===== config.mk =====
export PLATFORM = sky130hd
export DESIGN_NAME = mips_alu_hilo_unit
export DESIGN_NICKNAME = d
export VERILOG_FILES = /design/src/rtl/mips_alu_hilo_unit_pkg.sv /design/src/rtl/mips_alu_hilo_unit_step.sv /design/src/rtl/mips_alu_hilo_unit.sv
export SDC_FILE = /design/constraint.sdc
export NUM_CORES = 1
export LEC_CHECK = 0
export ABC_AREA = 1
export BUFFER_PORTS_ARGS = -buffer_cell sky130_fd_sc_hd__buf_2
export CORE_MARGIN = 2
export CORE_UTILIZATION = 40
export DETAILED_ROUTE_END_ITERATION = 16
export MAX_ROUTING_LAYER = met4
export PLACE_DENSITY = 0.67
export SLEW_MARGIN = 20
export SYNTH_ARGS = -nofsm -noshare
export SYNTH_HDL_FRONTEND = slang
export SYNTH_SLANG_ARGS = --single-unit

===== constraint.sdc =====
create_clock -name clk -period 11.8 [get_ports clk]
set_input_delay 2.36 -clock clk [delete_from_list [all_inputs] [get_ports clk]]
set_output_delay 2.36 -clock clk [all_outputs]
set_load 0.01 [all_outputs]

===== src/rtl/mips_alu_hilo_unit_pkg.sv =====
// ============================================================================
// mips_alu_hilo_unit_pkg : ALU function codes, HI/LO FSM states, op-class decode
// Rev 1.0
// ============================================================================
`default_nettype none

package mips_alu_hilo_unit_pkg;

  typedef enum logic [3:0] {
    FUNC_ADD  = 4'd0,
    FUNC_SUB  = 4'd1,
    FUNC_AND  = 4'd2,
    FUNC_OR   = 4'd3,
    FUNC_XOR  = 4'd4,
    FUNC_SLT  = 4'd5,
    FUNC_MULS = 4'd8,
    FUNC_MULU = 4'd9,
    FUNC_DIVS = 4'd10,
    FUNC_DIVU = 4'd11,
    FUNC_MTHI = 4'd12,
    FUNC_MTLO = 4'd13
  } mips_alu_func_t;

  typedef enum logic [1:0] {
    ST_IDLE = 2'd0,
    ST_RUN  = 2'd1,
    ST_FIX  = 2'd2
  } hilo_state_t;

  function automatic logic is_mul(input mips_alu_func_t f);
    return (f == FUNC_MULS) || (f == FUNC_MULU);
  endfunction

  function automatic logic is_div(input mips_alu_func_t f);
    return (f == FUNC_DIVS) || (f == FUNC_DIVU);
  endfunction

  function automatic logic is_signed_op(input mips_alu_func_t f);
    return (f == FUNC_MULS) || (f == FUNC_DIVS);
  endfunction

  function automatic logic is_mt(input mips_alu_func_t f);
    return (f == FUNC_MTHI) || (f == FUNC_MTLO);
  endfunction

endpackage

`default_nettype wire


===== src/rtl/mips_alu_hilo_unit_step.sv =====
// ============================================================================
// mips_alu_hilo_unit_step : one combinational iteration of shift-add multiply
// or restoring divide over the {acc_hi, acc_lo} register pair.
// Rev 1.0
// ============================================================================
`default_nettype none

module mips_alu_hilo_unit_step
  import mips_alu_hilo_unit_pkg::*;
#(
  parameter int DATA_W = 32
) (
  input  logic              i_div,
  input  logic [DATA_W-1:0] i_acc_hi,
  input  logic [DATA_W-1:0] i_acc_lo,
  input  logic [DATA_W-1:0] i_opnd,
  output logic [DATA_W-1:0] o_acc_hi,
  output logic [DATA_W-1:0] o_acc_lo
);

  logic [DATA_W:0] w_sum;
  logic [DATA_W:0] w_shift;
  logic [DATA_W:0] w_diff;

  always_comb begin
    w_sum   = {1'b0, i_acc_hi} + {1'b0, (i_acc_lo[0] ? i_opnd : {DATA_W{1'b0}})};
    w_shift = {i_acc_hi, i_acc_lo[DATA_W-1]};
    w_diff  = w_shift - {1'b0, i_opnd};
    o_acc_hi = w_sum[DATA_W:1];
    o_acc_lo = {w_sum[0], i_acc_lo[DATA_W-1:1]};
    if (i_div) begin
      // Partial remainder stays below the divisor, so bit DATA_W of the difference is the borrow.
      if (!w_diff[DATA_W]) begin
        o_acc_hi = w_diff[DATA_W-1:0];
        o_acc_lo = {i_acc_lo[DATA_W-2:0], 1'b1};
      end else begin
        o_acc_hi = w_shift[DATA_W-1:0];
        o_acc_lo = {i_acc_lo[DATA_W-2:0], 1'b0};
      end
    end
  end

endmodule

`default_nettype wire


===== src/rtl/mips_alu_hilo_unit.sv =====
// ============================================================================
// mips_alu_hilo_unit : HI/LO owner with iterative multiply/divide and mthi/mtlo.
// Optional macro MIPS_ALU_HILO_FAST_MUL_EN: single-cycle multiply.
// Rev 1.0
// ============================================================================
`default_nettype none

module mips_alu_hilo_unit
  import mips_alu_hilo_unit_pkg::*;
#(
  parameter int DATA_W = 32,
  parameter int CNT_W  = $clog2(DATA_W) + 1
) (
  input  logic              clk,
  input  logic              rst,
  input  logic              start,
  input  mips_alu_func_t    func,
  input  logic [DATA_W-1:0] data1,
  input  logic [DATA_W-1:0] data2,
  input  logic              cancel,
  output logic              busy,
  output logic              done,
  output logic [DATA_W-1:0] reg_lo,
  output logic [DATA_W-1:0] reg_hi
);

  hilo_state_t         r_state;
  hilo_state_t         w_state_nxt;
  logic [CNT_W-1:0]    r_cnt;
  logic [DATA_W-1:0]   r_acc_hi;
  logic [DATA_W-1:0]   r_acc_lo;
  logic [DATA_W-1:0]   r_opnd;
  logic                r_is_div;
  logic                r_neg_q;
  logic                r_neg_r;
  logic                r_done;
  logic [DATA_W-1:0]   r_lo;
  logic [DATA_W-1:0]   r_hi;

  logic                w_accept;
  logic                w_start_iter;
  logic                w_fix_write;
  logic                w_signed;
  logic [DATA_W-1:0]   w_abs1;
  logic [DATA_W-1:0]   w_abs2;
  logic [DATA_W-1:0]   w_step_hi;
  logic [DATA_W-1:0]   w_step_lo;
  logic [2*DATA_W-1:0] w_prod;
  logic [DATA_W-1:0]   w_res_lo;
  logic [DATA_W-1:0]   w_res_hi;

`ifdef MIPS_ALU_HILO_FAST_MUL_EN
  logic signed [DATA_W:0]     w_fa;
  logic signed [DATA_W:0]     w_fb;
  logic signed [2*DATA_W+1:0] w_fprod;

  // One extra sign/zero bit lets a single signed multiplier serve both flavours.
  always_comb begin
    w_fa    = {w_signed & data1[DATA_W-1], data1};
    w_fb    = {w_signed & data2[DATA_W-1], data2};
    w_fprod = w_fa * w_fb;
  end
`endif

  always_comb begin
    w_accept = start && (r_state == ST_IDLE) && (is_mul(func) || is_div(func) || is_mt(func));
`ifdef MIPS_ALU_HILO_FAST_MUL_EN
    w_start_iter = w_accept && is_div(func);
`else
    w_start_iter = w_accept && (is_mul(func) || is_div(func));
`endif
    w_fix_write = (r_state == ST_FIX) && !cancel;
    w_signed    = is_signed_op(func);
    w_abs1      = (w_signed && data1[DATA_W-1]) ? -data1 : data1;
    w_abs2      = (w_signed && data2[DATA_W-1]) ? -data2 : data2;
  end

  always_comb begin
    w_state_nxt = r_state;
    case (r_state)
      ST_IDLE: if (w_start_iter) w_state_nxt = ST_RUN;
      ST_RUN: begin
        if (cancel)                       w_state_nxt = ST_IDLE;
        else if (r_cnt == CNT_W'(1))      w_state_nxt = ST_FIX;
      end
      ST_FIX:  w_state_nxt = ST_IDLE;
      default: w_state_nxt = ST_IDLE;
    endcase
  end

  always_ff @(posedge clk or posedge rst) begin
    if (rst) r_state <= ST_IDLE;
    else     r_state <= w_state_nxt;
  end

  mips_alu_hilo_unit_step #(.DATA_W(DATA_W)) u_step (
    .i_div    (r_is_div),
    .i_acc_hi (r_acc_hi),
    .i_acc_lo (r_acc_lo),
    .i_opnd   (r_opnd),
    .o_acc_hi (w_step_hi),
    .o_acc_lo (w_step_lo)
  );

  // Magnitude result is sign-corrected on the way into HI/LO.
  always_comb begin
    w_prod = {r_acc_hi, r_acc_lo};
    if (r_neg_q) w_prod = -w_prod;
    if (r_is_div) begin
      w_res_lo = r_neg_q ? -r_acc_lo : r_acc_lo;
      w_res_hi = r_neg_r ? -r_acc_hi : r_acc_hi;
    end else begin
      w_res_lo = w_prod[DATA_W-1:0];
      w_res_hi = w_prod[2*DATA_W-1:DATA_W];
    end
  end

  always_ff @(posedge clk or posedge rst) begin
    if (rst) begin
      r_cnt    <= '0;
      r_acc_hi <= '0;
      r_acc_lo <= '0;
      r_opnd   <= '0;
      r_is_div <= 1'b0;
      r_neg_q  <= 1'b0;
      r_neg_r  <= 1'b0;
      r_done   <= 1'b0;
      r_lo     <= '0;
      r_hi     <= '0;
    end else begin
      r_done <= 1'b0;
      if (w_start_iter) begin
        r_cnt    <= CNT_W'(DATA_W);
        r_is_div <= is_div(func);
        r_acc_hi <= '0;
        r_acc_lo <= is_div(func) ? w_abs1 : w_abs2;
        r_opnd   <= is_div(func) ? w_abs2 : w_abs1;
        r_neg_q  <= w_signed && (data1[DATA_W-1] ^ data2[DATA_W-1]);
        r_neg_r  <= w_signed && data1[DATA_W-1];
      end else if ((r_state == ST_RUN) && !cancel) begin
        r_acc_hi <= w_step_hi;
        r_acc_lo <= w_step_lo;
        r_cnt    <= r_cnt - CNT_W'(1);
      end
      if (w_accept && (func == FUNC_MTHI)) begin
        r_hi   <= data1;
        r_done <= 1'b1;
      end
      if (w_accept && (func == FUNC_MTLO)) begin
        r_lo   <= data1;
        r_done <= 1'b1;
      end
`ifdef MIPS_ALU_HILO_FAST_MUL_EN
      if (w_accept && is_mul(func)) begin
        r_lo   <= w_fprod[DATA_W-1:0];
        r_hi   <= w_fprod[2*DATA_W-1:DATA_W];
        r_done <= 1'b1;
      end
`endif
      if (w_fix_write) begin
        r_lo   <= w_res_lo;
        r_hi   <= w_res_hi;
        r_done <= 1'b1;
      end
    end
  end

  assign busy   = (r_state != ST_IDLE);
  assign done   = r_done;
  assign reg_lo = r_lo;
  assign reg_hi = r_hi;

endmodule

`default_nettype wire


==> run metrics <==
maximum achievable frequency=0.211 GHz; reg2reg start=r_acc_lo[31]; CP endpoint=r_acc_lo[0]; Post-Synthesis Cells=2988; Post-synth EDFFs=0; number of H-tree levels=4; crit start category=primary input; largest net degree at the start of global routing=104; period utilization=40.1%; Die W=214 um; critical-path cell list=buf_2, nand3_1, nor2_4, buf_4, nand2_1, clkinv_1, a221oi_1, a22oi_1; critical setup path kind=primary input to flop; first-pass GRT wire length=115 mm; Pleak=10.3 nW; Reg2Reg Setup Slack=8560 ps; Worst slew margin=24.8%; Die Ht=214 um; clk_lat worst skew=470 ps; Reg clk slew, reported paths=80 ps; die area=45800 um2; root buf cell=clkbuf_16; Hold Startpoint=r_cnt[5]; Resized Gates After CTS=0; FF+latch count, synth=172; cell taking the most area after synthesis=dfrtp_1; reg-to-reg endpoint=r_acc_hi[23]; Worst EP arrival=5050 ps; final setup TNS=0 ps; filler cell count=4708; final wirelength=76.4 mm; sequential share of the synthesized area=24.4%; Final Max Slew Viols=0; count leader, synth=nand2_1; Seq. cell area=4310 um2; global-route usage over all layers=33.4%; R2R cell count=18; layout net count=3213; ratio of cells with drive above 1 in the final layout=8.18%; HP Class=flop to flop; outcome=finished, final reports clean; CTS tree=done; pwr/cell area=245 nW/um2; post-route minimum period=4740 ps; syn_nets=3132; Post-CTS Hold Buffers=0; CTS Buf Count=17; yosys warns=0; RSZ-0062 raised after global routing=false; post-synth top area share=24.4%; RePlAce Congestion=1.08; peak fanout along the critical path=42; Final Setup Violations=0; CP Launch Point=start; Clock Path Buffers=2; Synth cell types=57; vias in the first global route=18700; largest cells by area after synthesis=dfrtp_1, nand2_1, inv_1; max cap viols=0; most instantiated cells after synthesis=nand2_1, inv_1, nand3_1; endpoints failing hold=0; port bufs=137; global route total overflow=0; worst slew pin tran=1130 ps; CP max stage delay=880 ps; Mapped Avg Cell Area=5.91 um2; routed len/inst=20.8 um; placed cell count=3635; Post-Syn Area=17700 um2; initial antenna violation count=1; CP endpoint kind=flop; Pre-Repair DR Iteration Count=6; cell row count=76; CP max-delay cell=clkinv_1; setup repair bufs after CTS=0; fin cells=3669; dpl hpwl=60.7 mm; Final ANT Viol Nets=0; skew final=16.1 ps; Starting Density=40.7%; # IOs=138; Via density=5.66; CTS Sinks=172; ys flop type=dfrtp_1; Async SR Flop Fraction=100%; Via Count=20800; Area growth, synth to finish=9.91%; DRC=0; Peak VDD IR=0.130 mV; multi-input logic area=11200 um2; Detailed Route Iter0 Violations=3056; Req. time, crit path=12120 ps; CORE AREA=43400 um2
-- power breakdown --
| part | internal (mW) | leakage [nW] | switching (mW) |
|---|---|---|---|
| Sequential | 0.788 | 2.14 | 0.430 |
| Combinational | 0.939 | 7.91 | 2.00 |
| Clock | 0.316 | 0.275 | 0.277 |
| Total | 2.04 | 10.3 | 2.70 |
-- registers in the layout, summed over array words and instances, names as in the netlist --
signal and count:
done 1, r_acc_hi 32, r_acc_lo 32, r_cnt 6, r_is_div 1, r_neg_q 1
r_neg_r 1, r_opnd 32, r_state 2, reg_hi 32, reg_lo 32
-- worst max-delay path: cells and delay by family --
family | cells | cell delay, ps
AO/OA/AOI/OAI | 2 | 790
AND/OR/NAND/NOR | 3 | 600
buffers and inverters | 3 | 1270
-- cell families (layout without fill, tap and decap cells) --
kind of cell             count (synthesis)  in the layout  share of synthesized area, %
AND/OR/NAND/NOR                       1708           1708                          41.1
buffers and inverters                  561            655                          12.3
AO/OA/AOI/OAI                          425            425                          14.6
flip-flops                             172            172                          24.4
adder cells (fa/ha/maj)                 72             72                          5.19
XOR/XNOR                                50             50                          2.48
other                                    0              2                             0
-- how the worst min path moves through the flow --
stage | slack [ps] | cells after the start | endpoint
2_1_floorplan | 450 | 2 | r_cnt[5]
3_3_place_gp | 460 | 2 | r_cnt[5]
3_5_place_dp | 470 | 2 | r_cnt[5]
4_1_cts | 490 | 2 | r_cnt[5]
5_1_grt | 510 | 2 | r_cnt[5]
6_report | 490 | 2 | r_cnt[5]
-- cell type report --
cell class	instances	area share, %
Multi-Input combinational cell	2255	57.8
Sequential cell	172	22.2
Inverter	470	9.11
Timing Repair Buffer	153	4.15
Tap cell	585	3.77
Clock buffer	21	2.27
Clock inverter	11	0.696
Antenna cell	2	0.0258
-- through the flow --
stage	power, mW	setup slack, ps	hold slack (ps)	util (%)	instance area [um2]
after floorplan	3.12	4780	451	-	17700
after global placement	4.05	6760	464	43.4	18800
after detailed placement	4.05	6750	472	43.4	18800
after CTS	4.65	7220	489	44.8	19400
after global routing	5.11	7010	515	44.8	19400
final	4.75	7060	491	44.8	19400
-- metal layers --
metal,share of wire [%],global-route usage (%),up-vias
met5,0,-,-
met4,3.8,11.2,0
met3,12,8.78,209
met2,42,48.0,1220
met1,42,45.4,9568
li1,-,-,9768
-- cell usage in the layout, fill, tap and decap left out, types with 16 or more instances in the layout --
cell type / Yosys / routed
clkbuf_16: 0 / 17
a221oi_1: 23 / 23
nor3_1: 30 / 29
dfrtp_1: 172 / 171
xnor2_1: 17 / 17
ha_1: 70 / 70
nand4_1: 37 / 37
o21ai_0: 138 / 138
buf_2: 16 / 137
inv_1: 454 / 453
o21bai_1: 29 / 29
nor2_1: 259 / 256
o221ai_1: 23 / 23
nand3b_1: 17 / 17
a21oi_1: 114 / 114
nand3_1: 309 / 309
o211ai_1: 33 / 33
xor2_1: 33 / 33
buf_4: 1 / 16
o21ai_1: 19 / 19
nand2_1: 994 / 994
Power figures use the tool's default switching activity.
